$ cat src/rtl/modbus_pkg.sv
// modbus_pkg: shared states and constants for the Modbus RTU transmit framer
package modbus_pkg;
  typedef enum logic [2:0] {IDLE, POP, LOAD, SEND, CRC_LO, CRC_HI, DRAIN, GAP} state_t;
  localparam logic [15:0] CRC_INIT = 16'hFFFF;
  localparam logic [15:0] CRC_POLY = 16'hA001;
  localparam int MAX_LEN = 254;
endpackage

$ cat src/rtl/modbus_tx_framer_if.sv
// modbus_tx_framer_if: request, FIFO read, UART and status signals of the framer
interface modbus_tx_framer_if;
  logic start;
  logic [7:0] len;
  logic fifo_empty;
  logic [7:0] fifo_r_q;
  logic fifo_r_v;
  logic [7:0] tx_d;
  logic tx_v;
  logic tx_rdy;
  logic uart_idle;
  logic busy;
  logic done;
  logic err;
  modport master (
    output start, len, fifo_empty, fifo_r_q, tx_rdy, uart_idle,
    input fifo_r_v, tx_d, tx_v, busy, done, err
  );
  modport slave (
    input start, len, fifo_empty, fifo_r_q, tx_rdy, uart_idle,
    output fifo_r_v, tx_d, tx_v, busy, done, err
  );
endinterface

$ cat src/rtl/modbus_crc16.sv
// modbus_crc16: one-byte Modbus CRC-16 update, LSB first, reflected polynomial
module modbus_crc16
  import modbus_pkg::*;
(
  input logic [15:0] crc_in,
  input logic [7:0] din,
  output logic [15:0] crc_out
);
  always_comb begin
    crc_out = crc_in ^ {8'h00, din};
    for (int i = 0; i < 8; i++) crc_out = crc_out[0] ? (crc_out >> 1) ^ CRC_POLY : crc_out >> 1;
  end
endmodule

$ cat src/rtl/modbus_tx_framer.sv
// modbus_tx_framer: pops payload bytes from a FIFO, sends them plus CRC-16 to a UART, then enforces the inter-frame gap
module modbus_tx_framer #(
  parameter int GAP_CYCLES = 100260,
  parameter int MAX_LEN = modbus_pkg::MAX_LEN
) (
  input logic clk,
  input logic rst_n,
  modbus_tx_framer_if.slave bus
);
  import modbus_pkg::*;
  localparam int GW = $clog2(GAP_CYCLES + 1);
  state_t state, state_n;
  logic [15:0] crc, crc_n, crc_upd;
  logic [7:0] rem, rem_n, tx_d_n;
  logic [GW-1:0] gap, gap_n;
  logic done_n, err_n, hs, legal;
  assign hs = bus.tx_v & bus.tx_rdy;
  assign legal = bus.len != 8'd0 && {24'd0, bus.len} <= 32'(MAX_LEN);
  assign bus.fifo_r_v = state == POP && !bus.fifo_empty;
  assign bus.tx_v = state inside {SEND, CRC_LO, CRC_HI};
  assign bus.busy = state != IDLE;
  modbus_crc16 u_crc (.crc_in(crc), .din(bus.fifo_r_q), .crc_out(crc_upd));
  always_ff @(posedge clk or negedge rst_n) begin
    if (!rst_n) begin
      state <= IDLE;
      crc <= CRC_INIT;
      rem <= '0;
      gap <= '0;
      bus.tx_d <= '0;
      bus.done <= 1'b0;
      bus.err <= 1'b0;
    end else begin
      state <= state_n;
      crc <= crc_n;
      rem <= rem_n;
      gap <= gap_n;
      bus.tx_d <= tx_d_n;
      bus.done <= done_n;
      bus.err <= err_n;
    end
  end
  always_comb begin
    state_n = state;
    crc_n = crc;
    rem_n = rem;
    gap_n = gap;
    tx_d_n = bus.tx_d;
    done_n = 1'b0;
    err_n = 1'b0;
    case (state)
      IDLE: if (bus.start) begin
        state_n = legal ? POP : IDLE;
        crc_n = legal ? CRC_INIT : crc;
        rem_n = legal ? bus.len : rem;
        err_n = !legal;
      end
      POP: state_n = bus.fifo_empty ? POP : LOAD;
      LOAD: begin
        tx_d_n = bus.fifo_r_q;
        crc_n = crc_upd;
        state_n = SEND;
      end
      SEND: if (hs) begin
        rem_n = rem - 8'd1;
        state_n = rem == 8'd1 ? CRC_LO : POP;
        tx_d_n = rem == 8'd1 ? crc[7:0] : bus.tx_d;
      end
      CRC_LO: if (hs) begin
        state_n = CRC_HI;
        tx_d_n = crc[15:8];
      end
      CRC_HI: state_n = hs ? DRAIN : CRC_HI;
      DRAIN: if (bus.uart_idle) begin
        gap_n = '0;
        state_n = GAP;
      end
      GAP: begin
        gap_n = gap + GW'(1);
        state_n = gap == GW'(GAP_CYCLES - 1) ? IDLE : GAP;
        done_n = gap == GW'(GAP_CYCLES - 1);
      end
      default: state_n = IDLE;
    endcase
  end
endmodule
$ cat src/flat_wrapper.sv
// flat-port wrapper written by rule: the top's interface ports become plain ports
module modbus_tx_framer_flat import modbus_pkg::*;
#(
  parameter int GAP_CYCLES = 100260,
  parameter int MAX_LEN = modbus_pkg::MAX_LEN
)
  (clk, rst_n, bus_start, bus_len, bus_fifo_empty, bus_fifo_r_q, bus_tx_rdy, bus_uart_idle, bus_fifo_r_v, bus_tx_d, bus_tx_v, bus_busy, bus_done, bus_err);
  modbus_tx_framer_if bus_i ();
  input logic clk;
  input logic rst_n;
  input wire logic [$bits(bus_i.start)-1:0] bus_start;
  input wire logic [$bits(bus_i.len)-1:0] bus_len;
  input wire logic [$bits(bus_i.fifo_empty)-1:0] bus_fifo_empty;
  input wire logic [$bits(bus_i.fifo_r_q)-1:0] bus_fifo_r_q;
  input wire logic [$bits(bus_i.tx_rdy)-1:0] bus_tx_rdy;
  input wire logic [$bits(bus_i.uart_idle)-1:0] bus_uart_idle;
  output wire logic [$bits(bus_i.fifo_r_v)-1:0] bus_fifo_r_v;
  output wire logic [$bits(bus_i.tx_d)-1:0] bus_tx_d;
  output wire logic [$bits(bus_i.tx_v)-1:0] bus_tx_v;
  output wire logic [$bits(bus_i.busy)-1:0] bus_busy;
  output wire logic [$bits(bus_i.done)-1:0] bus_done;
  output wire logic [$bits(bus_i.err)-1:0] bus_err;
  assign bus_i.start = bus_start;
  assign bus_i.len = bus_len;
  assign bus_i.fifo_empty = bus_fifo_empty;
  assign bus_i.fifo_r_q = bus_fifo_r_q;
  assign bus_i.tx_rdy = bus_tx_rdy;
  assign bus_i.uart_idle = bus_uart_idle;
  assign bus_fifo_r_v = bus_i.fifo_r_v;
  assign bus_tx_d = bus_i.tx_d;
  assign bus_tx_v = bus_i.tx_v;
  assign bus_busy = bus_i.busy;
  assign bus_done = bus_i.done;
  assign bus_err = bus_i.err;
  modbus_tx_framer #(.GAP_CYCLES(GAP_CYCLES), .MAX_LEN(MAX_LEN)) u_core (.clk(clk), .rst_n(rst_n), .bus(bus_i));
endmodule
$ cat config.mk
export PLATFORM = sky130hd
export DESIGN_NAME = modbus_tx_framer_flat
export DESIGN_NICKNAME = d
export VERILOG_FILES = /design/src/rtl/modbus_pkg.sv /design/src/rtl/modbus_tx_framer_if.sv /design/src/rtl/modbus_crc16.sv /design/src/rtl/modbus_tx_framer.sv /design/src/flat_wrapper.sv
export SDC_FILE = /design/constraint.sdc
export NUM_CORES = 1
export LEC_CHECK = 0
export BUFFER_PORTS_ARGS = -buffer_cell sky130_fd_sc_hd__buf_2
export CORE_MARGIN = 2
export CORE_UTILIZATION = 41
export DETAILED_ROUTE_END_ITERATION = 7
export PLACE_DENSITY = 0.7
export SYNTH_ARGS = -nofsm -noshare
export SYNTH_HDL_FRONTEND = slang
export SYNTH_SLANG_ARGS = --single-unit
$ cat constraint.sdc
create_clock -name clk -period 2.4 [get_ports clk]
set_input_delay 0.48 -clock clk [delete_from_list [all_inputs] [get_ports clk]]
set_output_delay 0.48 -clock clk [all_outputs]
set_load 0.03 [all_outputs]
# Word-level counts from Yosys, hierarchy flattened
# Cells that the tools add are included.
# op_classes
n_addsub	2
n_mul	0
n_div	0
n_lt_le_gt_ge	1
eq_ne	15
n_shift	0
n_mux	34
bitwise_logic	10
n_reduce_logical	17
# op_table
operator	n
16-bit two-way mux	10
8-bit two-way mux	6
17-bit case mux with 2 select lines	1
16-bit case mux with 2 select lines	1
2-bit NOT with 3-bit output	8
3-bit case mux with 8 select lines	1
8-bit case mux with 3 select lines	1
3-bit two-way mux	6
17-bit by 1-bit adder with 17-bit output (second input constant)	1
17-bit equality test (second input constant)	1
17-bit two-way mux	1
8-bit case mux with 2 select lines	1
16-bit by 8-bit XOR with 16-bit output	1
3-bit equality test (second input constant)	4
4-bit AND reduction	3
3-bit nonzero test	3
8-bit by 1-bit equality test with 1-bit output (second input constant)	1
8-bit less-or-equal comparator (second input constant)	1
8-bit nonzero test	1
8-bit by 1-bit subtractor with 8-bit output (second input constant)	1
3-bit by 2-bit equality test with 1-bit output (second input constant)	2
2-bit by 1-bit inequality test with 1-bit output (second input constant)	3
2-bit inequality test (second input constant)	3
2-bit nonzero test	3
9 further kinds	15
# word_totals
reg_bits	54
latchBits	0
ram_bits	0
romBits	0
input_bits	22
output_inout_bits	13
wordCells	86
mem_count	0

# Depth between registers and ports, before layout
# logic_depth
ltp_word	18
ltp_mapped	8
ltp_nobuf	7

# Modules after synthesis
# From an unflattened synthesis, not the netlist that was laid out.
# hier_totals
cells_unflattened	398
area_unflattened_um2	3418.3
# modules_own_cells
mod	instances	cells_each	area_each_um2	seq_area_each_um2
modbus_tx_framer	1	372	3160.5	1371.3
modbus_crc16	1	26	257.7	0.0

# Least setup slack after synthesis
# Ideal clock, no wire load.
# synth_path
kind	register to output
start	register u_core.state[0]
end	output bus_fifo_r_v
t_arrival_ns	2.033
required_time_ns	1.920
slack_ns	-0.113
path_stages_with_launch	5
path_buffers	3
path_cell_list	dfrtp_1 > clkbuf_1 > buf_2 > buf_1 > nor4b_1
# synth_between
elab_chain_len	2
# synth_lines
element	line	text
from (decl)	modbus_tx_framer.sv:12	state_t state, state_n;
from (signal assigned)	modbus_tx_framer.sv:33	state <= state_n;
3-bit by 1-bit equality test with 1-bit output	modbus_tx_framer.sv:19	assign bus.fifo_r_v = state == POP && !bus.fifo_empty;
1-bit logical AND	modbus_tx_framer.sv:19	
to (decl)	flat_wrapper.sv:17	output wire logic [$bits(bus_i.fifo_r_v)-1:0] bus_fifo_r_v;
# No other way between the ends.

# Worst setup path in the final report
# layout_path
start	register u_core.state[2]
end	output bus_tx_v
# layout_between
elab_chain_len	2
elab_cells_between_ends	4
classes_between	3 x eq/ne; 1 x reduce/logical
# layout_lines
element	line	text
3-bit by 2-bit equality test with 1-bit output / 3-bit equality test (equally long branches)	modbus_tx_framer.sv:20	assign bus.tx_v = state inside {SEND, CRC_LO, CRC_HI};
3-bit nonzero test (*)	modbus_tx_framer.sv:20	
to (decl)	flat_wrapper.sv:19	output wire logic [$bits(bus_i.tx_v)-1:0] bus_tx_v;
# Every way passes the cells marked *; elsewhere a longest branch is shown, timed or not.

==> flow_metrics.env <==
export IMPL_fp_dieW_um=92.3
export IMPL_critPathSlowestCell="dfrtp_1"
export IMPL_synth_seq_cells=54
export IMPL_ctsLongestPathBuffers=2
export IMPL_drive_gt1_share_pct=25.0
export IMPL_final_max_slew_viol_count=0
export IMPL_portBuffers=34
export IMPL_ant_nets=0
export IMPL_htree_levels=2
export IMPL_yosys_warnings=0
export IMPL_critPathTopFamily="flip-flops"
export IMPL_coreArea_um2=7650
export IMPL_synthTopCellsByArea="dfrtp_1 (30%), dfstp_2 (13%), xnor2_1 (5.2%)"
export IMPL_clock_skew_ps=15.1
export IMPL_period_minus_slack_ps=2290
export IMPL_final_util_pct=47.7
export IMPL_r2r_start="u_core.state[1]"
export IMPL_row_count=32
export IMPL_end_kind="output pin"
export IMPL_die_y_um=92.3
export IMPL_numCtsBuffers=5
export IMPL_dp_final_hpwl_mm=5.66
export IMPL_post_cts_buffers=0
export IMPL_cts_tree="built"
export IMPL_overflow=0
export IMPL_grt_max_degree=30
export IMPL_fin_tns_setup_ps=0
export IMPL_ys_types=56
export IMPL_syn2layout_area_growth_pct=14.1
export IMPL_post_drt_wl_per_cell_um=15.8
export IMPL_drt_iter0_drc=186
export IMPL_synth_top_cell_area_share_pct=29.7
export IMPL_tightestPinTransition_ps=697
export IMPL_critPathKind="reg2out"
export IMPL_async_flop_share_pct=100
export IMPL_syn_inst=333
export IMPL_synth_area_um2=3200
export IMPL_cts_sinks=54
export IMPL_grt_pass1_wl_mm=12.9
export IMPL_path_depth=4
export IMPL_firstDrtPassIters=4
export IMPL_slew_headroom_pct=53.4
export IMPL_p_leak_uw=0.00152
export IMPL_power_density_nw_per_um2=650
export IMPL_synth_largest_area_cell="dfrtp_1"
export IMPL_cts_resized=0
export IMPL_root_buffer="clkbuf_8"
export IMPL_synth_edf_count=0
export IMPL_route_detailed_drc=0
export IMPL_vias=2719
export IMPL_fin_nets=396
export IMPL_initial_core_util_pct=41.8
export IMPL_gp_routability_congestion=0.861
export IMPL_r2r_slack_ps=300
export IMPL_synth_ff_type="dfrtp_1"
export IMPL_cp_required_ps=1920
export IMPL_drv_cap=0
export IMPL_clk_latency_ps=310
export IMPL_grt_pass1_vias=2574
export IMPL_rsz0062_at_grt="false"
export IMPL_path_clk_slew_ps=110
export IMPL_status="completed"
export IMPL_cp_num_buf_inv=3
export IMPL_diodes=0
export IMPL_critPathArrivalTime_ps=1810
export IMPL_syn_nets=358
export IMPL_ys_seq_area_share_pct=42.9
export IMPL_grt_use_total_pct=18.3
export IMPL_setup_violations=0
export IMPL_hold_buffers=0
export IMPL_antenna_found_initial=0
export IMPL_fillers=742
export IMPL_fin_crit_sh_pct=95.6
export IMPL_syn_area_per_cell_um2=9.60
export IMPL_r2r_cells=5
export IMPL_wl_mm=7.50
export IMPL_hold_viol=0
export IMPL_hp_class="in2async"
export IMPL_timing_rr_end="u_core.gap[8]"
export IMPL_path_cells="buf_4 > clkinv_1 > o21ai_0 > buf_2"
export IMPL_io_pins=35
export IMPL_crit_path_max_fanout=14
export IMPL_critPathMaxStageDelay_ps=620
export IMPL_ir_drop_v=0.000276
export IMPL_via_per_inst=5.74
export IMPL_worst_setup_path_start_kind="flip-flop"
export IMPL_dieArea_um2=8520
export IMPL_max_freq_mhz=436
==> stage by stage <==
stage,hold WS (ps),std cells,area (um2),power [uW],worst slack [ps]
floorplan,184,333,3200,1590,278
global placement,467,466,3540,1750,382
detailed placement,471,466,3540,1770,377
CTS,197,474,3650,2390,167
global route,228,474,3650,2520,63.2
finish,186,474,3650,2370,106
==> layout by cell type, fill, tap and decap left out, types with 3 or more instances in the layout <==
master	instances
a22oi_1	9
buf_4	15
nand3_1	27
dfstp_2	16
a22o_1	14
nor3_1	6
nand4_1	5
clkbuf_8	5
nand2_1	32
xnor2_1	19
o22ai_1	3
nor2b_1	4
o21ai_0	22
o22a_1	9
nor2_1	20
ha_1	3
a31oi_1	3
o2bb2ai_1	3
buf_2	34
a21oi_1	11
a2bb2oi_1	11
inv_1	5
mux2_2	9
nor4_1	4
dfrtp_1	38
==> worst max-delay path by stage <==
stage	startpoint	endpoint
after floorplan	u_core.state[2]	bus_tx_v
after global placement	u_core.gap[0]	u_core.state[1]
after detailed placement	u_core.state[0]	u_core.gap[8]
after CTS	u_core.state[2]	bus_tx_v
after global routing	u_core.state[2]	bus_tx_v
final	u_core.state[2]	bus_tx_v
==> synthesized netlist by cell type (10+ instances only) <==
| master | instances |
|---|---|
| a2bb2oi_1 | 11 |
| nand3_1 | 27 |
| a21oi_1 | 11 |
| xnor2_1 | 19 |
| dfstp_2 | 16 |
| a22o_1 | 14 |
| dfrtp_1 | 38 |
| o21ai_0 | 22 |
| nor2_1 | 20 |
| clkbuf_1 | 10 |
| nand2_1 | 32 |
==> power breakdown <==
part | internal, uW | switching (uW)
Sequential | 1070 | 162
Clock | 312 | 306
Combinational | 231 | 293
Total | 1610 | 760
==> logic make-up (layout without fill, tap and decap cells) <==
kind of cell / after synthesis / after routing / synth area share (%)
buf+inv: 24 / 63 / 3.09
mux: 11 / 11 / 3.80
xor+xnor: 23 / 23 / 6.97
compound gates: 101 / 101 / 23.4
flops: 54 / 54 / 42.9
fa+ha+maj: 3 / 3 / 1.17
simple gates: 117 / 117 / 18.6
==> final cells by class <==
type                            instances  area, um2  area share, %
Inverter                                6       22.5          0.617
Clock inverter                          2       37.5           1.03
Sequential cell                        54       1370           37.6
Tap cell                              102        128           3.50
Timing Repair Buffer                   49        283           7.75
Clock buffer                            6       72.6           1.99
Multi-Input combinational cell        255       1730           47.5
==> routing by layer <==
layer / vias to the layer above / part of all wire (%) / GRT usage, % / wire length, um
li1: 1327 / - / - / -
met1: 1310 / 51 / 28.7 / 3800
met2: 75 / 43 / 26.3 / 3260
met3: 7 / 4.8 / 3.09 / 357
met4: 0 / 1.0 / 4.35 / 78
met5: - / 0 / 0 / 0
==> registers in the layout, indices dropped and copies added (netlist names) <==
register / count
u_core.gap: 17
u_core.crc: 16
u_core.bus.tx_d: 8
u_core.rem: 8
u_core.state: 3
u_core.bus.done: 1
u_core.bus.err: 1
(Power assumes the default switching activity.)
